[src/rtl/global_stats_reader.sv]
// Read-side of the global statistics counters: snapshots all four 64-bit counters
// on a request and streams the selected one(s) out as DATA_W-bit words over valid/ready.
// Optional macro STATS_CLEAR_ON_READ_EN: pulse stats_clear once after each legal accept.
module global_stats_reader #(
    parameter int DATA_W = 32
) (
    input  logic              clk,
    input  logic              reset_n,
    input  logic [63:0]       wait_for_insn_fetch,
    input  logic [63:0]       num_cycles_used,
    input  logic [63:0]       wait_for_operand_fetch,
    input  logic [63:0]       num_vector_local_divergences,
    input  logic              req_valid,
    output logic              req_ready,
    input  logic [2:0]        req_sel,
    output logic              rsp_valid,
    input  logic              rsp_ready,
    output logic [DATA_W-1:0] rsp_data,
    output logic [1:0]        rsp_idx,
    output logic              rsp_last,
    output logic              rsp_err,
    output logic              busy,
    output logic              stats_clear
);

    localparam int WORDS_PER_CTR = 64 / DATA_W;
    localparam int WORD_W        = (WORDS_PER_CTR > 1) ? $clog2(WORDS_PER_CTR) : 1;
    localparam logic [WORD_W-1:0] LAST_WORD = WORD_W'(WORDS_PER_CTR - 1);

    typedef enum logic [1:0] {
        IDLE = 2'd0,
        SEND = 2'd1,
        ERR  = 2'd2
    } state_t;

    state_t            r_state, w_state_next;
    logic [63:0]       w_ctr  [4];
    logic [63:0]       r_snap [4];
    logic [63:0]       w_snap_sel;
    logic [1:0]        r_cur_idx, w_cur_idx_next;
    logic [WORD_W-1:0] r_word, w_word_next;
    logic              r_all, w_all_next;
    logic              w_capture;
    logic              w_final;

    assign w_ctr[0] = wait_for_insn_fetch;
    assign w_ctr[1] = num_cycles_used;
    assign w_ctr[2] = wait_for_operand_fetch;
    assign w_ctr[3] = num_vector_local_divergences;

    assign w_snap_sel = r_snap[r_cur_idx];
    // Final word: last word of the single counter, or of counter 3 when dumping all.
    assign w_final    = (r_word == LAST_WORD) && (!r_all || (r_cur_idx == 2'd3));

    always_ff @(posedge clk) begin
        if (!reset_n) begin
            r_state   <= IDLE;
            r_cur_idx <= 2'd0;
            r_word    <= '0;
            r_all     <= 1'b0;
            for (int i = 0; i < 4; i++) begin
                r_snap[i] <= '0;
            end
        end else begin
            r_state   <= w_state_next;
            r_cur_idx <= w_cur_idx_next;
            r_word    <= w_word_next;
            r_all     <= w_all_next;
            if (w_capture) begin
                for (int i = 0; i < 4; i++) begin
                    r_snap[i] <= w_ctr[i];
                end
            end
        end
    end

    always_comb begin
        w_state_next   = r_state;
        w_cur_idx_next = r_cur_idx;
        w_word_next    = r_word;
        w_all_next     = r_all;
        w_capture      = 1'b0;
        req_ready      = 1'b0;
        rsp_valid      = 1'b0;
        rsp_data       = '0;
        rsp_idx        = 2'd0;
        rsp_last       = 1'b0;
        rsp_err        = 1'b0;
        busy           = 1'b1;

        case (r_state)
            IDLE: begin
                req_ready = 1'b1;
                busy      = 1'b0;
                if (req_valid) begin
                    if (req_sel <= 3'd4) begin
                        w_capture      = 1'b1;
                        w_state_next   = SEND;
                        w_all_next     = (req_sel == 3'd4);
                        w_cur_idx_next = (req_sel == 3'd4) ? 2'd0 : req_sel[1:0];
                        w_word_next    = '0;
                    end else begin
                        w_state_next = ERR;
                    end
                end
            end
            SEND: begin
                rsp_valid = 1'b1;
                rsp_data  = w_snap_sel[r_word*DATA_W +: DATA_W];
                rsp_idx   = r_cur_idx;
                rsp_last  = w_final;
                if (rsp_ready) begin
                    if (w_final) begin
                        w_state_next = IDLE;
                    end else if (r_word == LAST_WORD) begin
                        w_word_next    = '0;
                        w_cur_idx_next = r_cur_idx + 2'd1;
                    end else begin
                        w_word_next = r_word + 1'b1;
                    end
                end
            end
            ERR: begin
                rsp_valid = 1'b1;
                rsp_err   = 1'b1;
                rsp_last  = 1'b1;
                if (rsp_ready) begin
                    w_state_next = IDLE;
                end
            end
            default: begin
                w_state_next = IDLE;
            end
        endcase
    end

`ifdef STATS_CLEAR_ON_READ_EN
    logic r_stats_clear;

    always_ff @(posedge clk) begin
        if (!reset_n) begin
            r_stats_clear <= 1'b0;
        end else begin
            r_stats_clear <= w_capture;
        end
    end

    assign stats_clear = r_stats_clear;
`else
    assign stats_clear = 1'b0;
`endif

endmodule

[config.mk]
export PLATFORM = sky130hd
export DESIGN_NAME = global_stats_reader
export DESIGN_NICKNAME = d
export VERILOG_FILES = /design/src/rtl/global_stats_reader.sv
export SDC_FILE = /design/constraint.sdc
export NUM_CORES = 1
export LEC_CHECK = 0
export ABC_AREA = 1
export CORE_MARGIN = 2
export CORE_UTILIZATION = 52
export DETAILED_ROUTE_END_ITERATION = 10
export DONT_BUFFER_PORTS = 1
export GPL_ROUTABILITY_DRIVEN = 0
export PLACE_DENSITY = 0.78
export REMOVE_ABC_BUFFERS = 1
export SLEW_MARGIN = 20
export SYNTH_ARGS = -nofsm -noshare
export SYNTH_HDL_FRONTEND = slang
export SYNTH_SLANG_ARGS = --single-unit
[constraint.sdc]
create_clock -name clk -period 9 [get_ports clk]
set_input_delay 1.8 -clock clk [delete_from_list [all_inputs] [get_ports clk]]
set_output_delay 1.8 -clock clk [all_outputs]
set_load 0.02 [all_outputs]
==> key figures, run 1 <==
Critical path
  • R2R cell count: 8
  • RR Startpoint: r_state[0]
  • Worst Path Max Fanout: 78
  • Arrival time at the worst endpoint: 3030 ps
  • Type of the worst setup path: flop to output port
  • Slowest CP cell: buf_4
  • Worst path top cell family by delay: buffers and inverters
  • CP peak stage delay: 720 ps
  • CP required: 7200 ps
  • Crit start category: flop
  • R2R setup slack: 5730 ps
  • Worst path cell trace: inv_4 -> buf_4 -> o21ai_0 -> o21ai_0 -> nand2_1 -> nand2_1
  • CP Buf/Inv Count: 2
  • FF-to-FF End: r_snap[3][41]
  • Crit path capture type: output port

Power
  • Pwr Density: 246 nW/um^2
  • Sw Ratio: 32.7%
  • Maximum VDD drop: 123 uV
  • Clock share of power: 29.9%
  • Sw power: 0.00122 W
  • Flop pwr share: 46.0%
  • Static Leak: 6.33 nW
  • Internal power: 0.00250 W
  • Share of total power in combinational logic: 24.1%

Final layout
  • Nets: 1640
  • Fill count: 2273
  • Area Growth Syn to Fin: 5.07%
  • Fraction of layout cells with a size suffix above 1: 18.2%
  • Finished Layout Cells: 1737

Floorplanning
  • Rows: 60
  • Die Ht: 170 um
  • Starting density of the core: 53.2%
  • Width of the die: 170 um
  • IO Pins: 303
  • Die area: 29000 um^2
  • Area of the core: 27000 um^2

Global route
  • Grt ovf: 0
  • Vias in the first global route: 8820
  • Initial antenna violation count: 1
  • Global-route wire length before repair: 43800 um
  • Largest net degree at the start of global routing: 99
  • GRT Total Usage: 19.2%

Timing
  • Max-slew violations: 0
  • Tmin final: 4830 ps
  • Post-route setup TNS: 0 ps
  • RSZ-0062 raised after global routing: no
  • Max-slew headroom: 28.5%
  • Worst-margin pin slew: 1070 ps
  • Final period utilization: 53.6%
  • FMAX: 207 MHz
  • Final setup viols: 0
  • Setup Skew: 5.06 ps
  • Count of final hold-check violations: 0

Drt
  • Via count: 8909
  • Remaining antenna violation count after routing: 0
  • Vias/cell: 5.13
  • Drt drc: 0
  • DR pass1 iterations: 5
  • WL/cell: 16.5 um
  • Initial drt markers: 784
  • WL final: 28600 um

Min path
  • Worst min-delay path startpoint: r_state[1]
  • Hold path cells: 2
  • Hold Path Class: flop to flop
  • Worst Hold Path EP: r_state[1]

CTS
  • Post-CTS Hold Fix Bufs: 0
  • Clk sinks: 264
  • Worst-path clk slew: 60 ps
  • Clk root buf: clkbuf_16
  • Clk Latency, worst-skew pair: 530 ps
  • CTS tree: yes
  • Post_cts resized: 0
  • H-tree levels: 1
  • Postcts setup bufs: 0
  • Maximum root-to-sink buffer count: 3
  • Num CTS Buffers: 29

Yosys
  • Mapped cell area: 14400 um^2
  • Top area cells in the synthesized netlist: edfxtp_1, nor2_4, inv_1
  • Synth area leader: edfxtp_1
  • Synth Flop Type: edfxtp_1
  • Syn Area/Cell: 10.2 um^2
  • Asr flop ratio synth: 0%
  • Post-synth EDFFs: 256
  • Seq/Total Area, Yosys: 54.6%
  • Synth top cells by count: inv_1, nor2_1, edfxtp_1
  • Synth warn: 0
  • Mapped Cells: 1410
  • Share of the synthesized area in the top cell type: 53.4%
  • Synth Register Bits: 264
  • Post-synth cell types: 25
  • Most frequent cell after synthesis: inv_1

Placed design
  • Port Buffer Count: 0
  • Placed Cells incl. Taps: 1683
  • Detailed placement HPWL: 17800 um

Flow run
  • Max Cap Violations: 0

Outcome
  • Outcome: complete, no violations
## cell families after synthesis
group	after synthesis	synth area share, %
AO/OA/AOI/OAI	204	7.15
other	1	0.0261
flip-flops	264	54.6
buffers and inverters	353	12.1
AND/OR/NAND/NOR	584	25.8
adder cells (fa/ha/maj)	4	0.348
## metal layers
| layer | up-vias | track usage (%) | part of all wire [%] | routed length, um |
|---|---|---|---|---|
| met1 | 4224 | 24.0 | 41 | 11800 |
| li1 | 4310 | - | - | - |
| met4 | 0 | 6.28 | 2.4 | 688 |
| met2 | 322 | 33.8 | 50 | 14300 |
| met3 | 53 | 3.49 | 6.3 | 1800 |
| met5 | - | 0 | 0 | 0 |
## sequential cells by signal (all words and copies together), names as in the netlist, named ones only
name / flops
r_all: 1
r_cur_idx: 2
r_snap: 256
r_state: 2
r_word: 1
## cells in the final DEF (no fill, tap or decap)
master      instances
conb_1              1
nand4_1             2
inv_4               1
clkinv_4            1
o21ai_2             1
nor2_4            200
ha_1                4
nand3_4             1
edfxtp_1          256
clkinv_2            1
o21ai_1            39
inv_6               1
buf_12              1
clkbuf_1           10
o21ai_0           159
nand2_1           114
bufinv_16           2
nand3_1             4
dfxtp_4             2
a21oi_1             3
inv_2               2
a21boi_0            1
clkbuf_16          29
nand2_8             1
clkinv_1            9
a31oi_1             1
nor2_1            262
dfxtp_1             6
clkinvlp_4          1
diode_2             1
inv_1             270
buf_4               9
buf_6               1
## area by class of cell
cell class / count / area [um^2] / area share (%)
sequential: 264 / 7860 / 52.0
clock inverter: 14 / 120 / 0.795
multi-input combinational: 793 / 4820 / 31.9
timing repair buffer: 11 / 98.8 / 0.654
inverter: 274 / 1030 / 6.82
antenna: 1 / 2.50 / 0.0166
tap: 341 / 427 / 2.82
clock buffer: 39 / 763 / 5.05
## worst reg2reg max path: cells and delay by family (launching register included)
family	cells	cell delay [ps]
buf+inv	4	1870
fa+ha+maj	1	320
flops	1	330
simple gates	3	470
## how the worst max path moves through the flow
stage / cells past startpoint / slack (ps) / endpoint / start
2_1_floorplan: 5 / 720 / r_snap[0][0] / req_sel[1]
3_3_place_gp: 6 / 4530 / r_snap[0][47] / req_sel[1]
3_5_place_dp: 6 / 4450 / r_snap[0][47] / req_sel[1]
4_1_cts: 6 / 4100 / rsp_data[3] / flop
5_1_grt: 6 / 3950 / rsp_data[16] / flop
6_report: 6 / 4170 / rsp_data[3] / flop
## power groups by stage
| stage | clock network [W] | registers [W] | logic, W |
|---|---|---|---|
| 3_5_place_dp | 0 | 0.00174 | 0.000893 |
| 2_1_floorplan | 0 | 0.00177 | 0.000770 |
| 5_1_grt | 0.00118 | 0.00173 | 0.00100 |
| 6_report | 0.00111 | 0.00171 | 0.000897 |
| 3_3_place_gp | 0 | 0.00173 | 0.000867 |
| 4_1_cts | 0.00114 | 0.00171 | 0.000903 |
## metrics by stage
step / setup slack [ps] / area (um^2) / utilization (%) / hold WS [ps] / total power (W)
after floorplan: 723 / 13700 / - / 473 / 0.00254
after global placement: 4530 / 14200 / 52.6 / 498 / 0.00259
after detailed placement: 4450 / 14200 / 52.6 / 511 / 0.00263
after CTS: 4100 / 15100 / 55.9 / 536 / 0.00376
after global routing: 3950 / 15100 / 55.9 / 567 / 0.00392
final: 4170 / 15100 / 55.9 / 528 / 0.00372
No activity file was read; power rests on OpenSTA's default activity.
==> run 2: changes to the inputs <==
==> constraint.sdc (replaced) <==
create_clock -name clk -period 4.8 [get_ports clk]
set_input_delay 0.96 -clock clk [delete_from_list [all_inputs] [get_ports clk]]
set_output_delay 0.96 -clock clk [all_outputs]
set_load 0.02 [all_outputs]
==> key figures, run 2 (synthesis results as in run 1) <==
Power
  • Maximum VDD drop: 255 uV
  • Clock share of power: 30.2%
  • Sw Ratio: 32.6%
  • Static Leak: 6.44 nW
  • Sw power: 0.00229 W
  • Internal power: 0.00473 W
  • Share of total power in combinational logic: 23.8%
  • PnR Total Power: 0.00702 W
  • Pwr Density: 459 nW/um^2
  • Flop pwr share: 46.0%

Timing
  • Worst-margin pin slew: 1010 ps
  • Count of final hold-check violations: 0
  • Tmin final: 3860 ps
  • Final period utilization: 80.4%
  • FMAX: 259 MHz
  • Max-slew headroom: 32.4%
  • Fin Hold WS: 521 ps
  • Setup Skew: 9.19 ps
  • RSZ-0062 raised after global routing: no
  • Final setup viols: 0
  • Min setup slack post-route: 943 ps
  • Max-slew violations: 0

Global route
  • Grt ovf: 0
  • Met3 global-route usage: 4.02%
  • Initial antenna violation count: 3
  • Met2 Use GR: 31.7%
  • Top Usage Layer GRT: met2
  • Largest net degree at the start of global routing: 103
  • Vias in the first global route: 8728
  • Global-route wire length before repair: 43800 um
  • GR Layer Usage met1: 24.2%
  • GRT Total Usage: 19.2%

Placed design
  • Port Buffer Count: 0
  • Setup Slack @ Placement: 1530 ps
  • Detailed placement HPWL: 18200 um

Flow run
  • Max Cap Violations: 0

Critical path
  • Type of the worst setup path: flop to output port
  • Crit start category: flop
  • Crit path capture type: output port
  • CP required: 3840 ps
  • Worst Path Max Fanout: 17
  • CP Buf/Inv Count: 3
  • CP peak stage delay: 650 ps
  • Worst path top cell family by delay: buffers and inverters
  • FF-to-FF End: r_snap[3][47]
  • Slowest CP cell: clkinv_1
  • Arrival time at the worst endpoint: 2900 ps
  • Critical Path Stages: 7
  • R2R cell count: 7
  • RR Startpoint: r_state[0]
  • R2R setup slack: 2160 ps
  • CP most frequent cell: nand2_1
  • Worst path cell trace: inv_1 -> ha_1 -> nand2_1 -> clkinv_1 -> buf_4 -> nand2_1 -> nand2_1

Floorplanning
  • Die Ht: 170 um
  • Starting density of the core: 53.2%
  • Rows: 60
  • Die area: 29000 um^2
  • Width of the die: 170 um
  • IO Pins: 303
  • Area of the core: 27000 um^2

Min path
  • Hold path cells: 2
  • Worst min-delay path startpoint: r_word
  • Hold Path Class: flop to flop
  • Worst Hold Path EP: r_word

Final layout
  • Number of flip-flops in the largest register: 256
  • Most flops, register: r_snap
  • Largest registers in the final layout: r_snap x256, r_cur_idx x2, r_state x2
  • Fill count: 2227
  • Most frequent cells in the layout: inv_1, nor2_1, edfxtp_1
  • Nets: 1648
  • Fraction of layout cells with a size suffix above 1: 19.3%
  • Commonest non-fill, non-tap cell in the layout: inv_1
  • Area Growth Syn to Fin: 6.30%

CTS
  • H-tree levels: 1
  • Postcts setup bufs: 0
  • Post-CTS Hold Fix Bufs: 0
  • Post_cts resized: 0
  • CTS tree: yes
  • Clk Latency, worst-skew pair: 540 ps
  • Num CTS Buffers: 29
  • Worst-path clk slew: 60 ps
  • Clk root buf: clkbuf_16
  • Maximum root-to-sink buffer count: 3
  • Clk sinks: 264

Drt
  • Via count: 8883
  • Remaining antenna violation count after routing: 0
  • WL final: 28200 um
  • WL/cell: 16.1 um
  • Vias/cell: 5.08
  • DR pass1 iterations: 5
  • Initial drt markers: 602
  • Drt drc: 0

Outcome
  • Outcome: complete, no violations
## run 2: worst max path at each step
stage | from | end
after global placement | flop | rsp_data[14]
after global routing | flop | rsp_data[9]
after floorplan | req_sel[1] | r_snap[0][0]
after CTS | r_state[1] | rsp_data[5]
final | r_state[1] | rsp_data[5]
after detailed placement | r_state[1] | rsp_data[5]
## run 2: through the flow
stage	setup TNS [ps]	cell area, um^2	cells	utilization, %
finish	0	15300	1748	56.6
global route	0	15300	1746	56.6
CTS	0	15300	1745	56.5
detailed placement	0	14400	1691	53.2
global placement	0	14400	1691	53.2
floorplan	-1098340	13700	1331	-
## run 2: per-layer routing
layer  up-vias  share of wire, %
met5         -                 0
met4         0               4.5
met3        81               7.6
met2       385                47
met1      4094                40
li1       4323                 -
## run 2: power by group through the flow
| stage | clock (W) | combinational [W] | sequential [W] |
|---|---|---|---|
| 3_3_place_gp | 0 | 0.00162 | 0.00326 |
| 2_1_floorplan | 0 | 0.00144 | 0.00332 |
| 4_1_cts | 0.00217 | 0.00169 | 0.00323 |
| 5_1_grt | 0.00224 | 0.00188 | 0.00328 |
| 6_report | 0.00212 | 0.00167 | 0.00323 |
| 3_5_place_dp | 0 | 0.00167 | 0.00328 |
## run 2: tightest hold or removal path, stage by stage (launching register included)
cell and delay, ps:
dfxtp_1 350, a21oi_1 50, nor2_1 90
## run 2: area by class of cell
cell class                      count  area (um^2)  area share, %
Timing Repair Buffer               19          255           1.67
Tap cell                          341          427           2.79
Sequential cell                   264         7860           51.4
Multi-Input combinational cell    793         4810           31.4
Clock inverter                     18          145          0.949
Inverter                          274         1030           6.74
Antenna cell                        3         7.51         0.0491
Clock buffer                       36          762           4.98
==> run 3: changes to the inputs <==
--- a/config.mk
+++ b/config.mk
@@ -11,7 +11,7 @@
 export DETAILED_ROUTE_END_ITERATION = 10
 export DONT_BUFFER_PORTS = 1
 export GPL_ROUTABILITY_DRIVEN = 0
-export PLACE_DENSITY = 0.78
+export PLACE_DENSITY = 0.81
 export REMOVE_ABC_BUFFERS = 1
 export SLEW_MARGIN = 20
 export SYNTH_ARGS = -nofsm -noshare
==> constraint.sdc (replaced) <==
create_clock -name clk -period 3.5 [get_ports clk]
set_input_delay 0.7 -clock clk [delete_from_list [all_inputs] [get_ports clk]]
set_output_delay 0.7 -clock clk [all_outputs]
set_load 0.02 [all_outputs]
==> key figures, run 3 (synthesis results as in run 1) <==
Final layout
  • Nets: 1668
  • Area Growth Syn to Fin: 6.86%
  • Final core utilization: 56.9%
  • Number of flip-flops in the largest register: 256
  • Most flops, register: r_snap
  • Fraction of layout cells with a size suffix above 1: 19.7%
  • N_diodes: 0
  • Most frequent cells in the layout: inv_1, nor2_1, edfxtp_1
  • Commonest non-fill, non-tap cell in the layout: inv_1
  • Largest registers in the final layout: r_snap x256, r_cur_idx x2, r_state x2

Critical path
  • CP peak stage delay: 440 ps
  • Worst Path Max Fanout: 49
  • Worst path top cell family by delay: buffers and inverters
  • Slowest CP cell: dfxtp_4
  • CP most frequent cell: nand2_1
  • Worst path cell trace: inv_4 -> buf_4 -> nor2_1 -> o21ai_0 -> nand2_1 -> nand2_1
  • CP Buf/Inv Count: 2
  • CP required: 2800 ps
  • Crit path capture type: output port
  • Crit start category: flop
  • Arrival time at the worst endpoint: 2440 ps
  • Type of the worst setup path: flop to output port

Flow run
  • Max Cap Violations: 0

Drt
  • DR pass1 iterations: 5
  • Remaining antenna violation count after routing: 0
  • Initial drt markers: 603
  • Via count: 9067
  • Vias/cell: 5.14
  • Drt drc: 0
  • WL/cell: 16.7 um
  • WL final: 29400 um

Power
  • Maximum VDD drop: 331 uV
  • Pwr Density: 622 nW/um^2
  • PnR Total Power: 0.00957 W
  • Static Leak: 6.50 nW

CTS
  • Maximum root-to-sink buffer count: 3
  • Post_cts resized: 1
  • CTS tree: yes
  • Worst-path clk slew: 60 ps
  • Clk Latency, worst-skew pair: 530 ps
  • Post-CTS Hold Fix Bufs: 0
  • Clk root buf: clkbuf_16
  • Postcts setup bufs: 0
  • Clk sinks: 264
  • Num CTS Buffers: 28
  • H-tree levels: 1

Global route
  • Grt ovf: 0
  • Initial antenna violation count: 0
  • GRT Total Usage: 19.9%
  • Global-route wire length before repair: 45300 um
  • Largest net degree at the start of global routing: 63
  • Vias in the first global route: 9066

Floorplanning
  • Die area: 29000 um^2
  • IO Pins: 303
  • Rows: 60
  • Area of the core: 27000 um^2
  • Width of the die: 170 um
  • Starting density of the core: 53.2%
  • Die Ht: 170 um

Timing
  • Final setup viols: 0
  • RSZ-0062 raised after global routing: no
  • Setup Skew: 12.5 ps
  • Max-slew violations: 0
  • Count of final hold-check violations: 0
  • Tmin final: 3140 ps
  • Final period utilization: 89.7%
  • Max-slew headroom: 40.9%
  • FMAX: 319 MHz
  • Worst-margin pin slew: 886 ps

Placed design
  • Detailed placement HPWL: 19700 um
  • Port Buffer Count: 0

Outcome
  • Outcome: complete, no violations

Min path
  • Hold Path Class: input port to flop
-- run 3: worst paths after layout --
kind                         to  startpoint  slack (ps)  depth (start not counted)
setup / recovery   rsp_data[31]        flop         360                          6
hold / removal       r_state[0]     reset_n         310                          2
setup reg to reg  r_snap[3][25]  r_state[0]         980                          7
hold reg to reg           r_all       r_all         520                          2
-- run 3: cell type report --
cell class / count / area (um^2)
Clock buffer: 42 / 774
Clock inverter: 9 / 62.6
Fill cell: 2195 / 11700
Inverter: 274 / 1030
Multi-Input combinational cell: 793 / 4810
Sequential cell: 264 / 7860
Tap cell: 341 / 427
Timing Repair Buffer: 40 / 413
-- run 3: routing by layer --
metal / vias to the layer above / wire [um] / track usage, %
li1: 4361 / - / -
met3: 68 / 1740 / 3.60
met1: 4287 / 11900 / 23.5
met4: 0 / 1050 / 8.21
met5: - / 0 / 0
met2: 351 / 14700 / 35.6
-- run 3: per-stage QoR --
stage	hold WS, ps	instances	worst slack, ps	setup TNS (ps)	area, um^2
3_3_place_gp	493	1712	577	0	14500
5_1_grt	301	1763	205	0	15400
3_5_place_dp	507	1712	488	0	14500
6_report	310	1763	361	0	15400
4_1_cts	281	1763	296	0	15400
2_1_floorplan	473	1331	-3680	-1665140	13700
-- run 3: where the power goes --
part	total (W)	switching (W)	leakage [nW]	internal (W)
Combinational	0.00245	0.00176	3.31	0.000695
Sequential	0.00437	0.000212	2.78	0.00416
Clock	0.00274	0.00115	0.404	0.00159
Total	0.00957	0.00313	6.50	0.00644
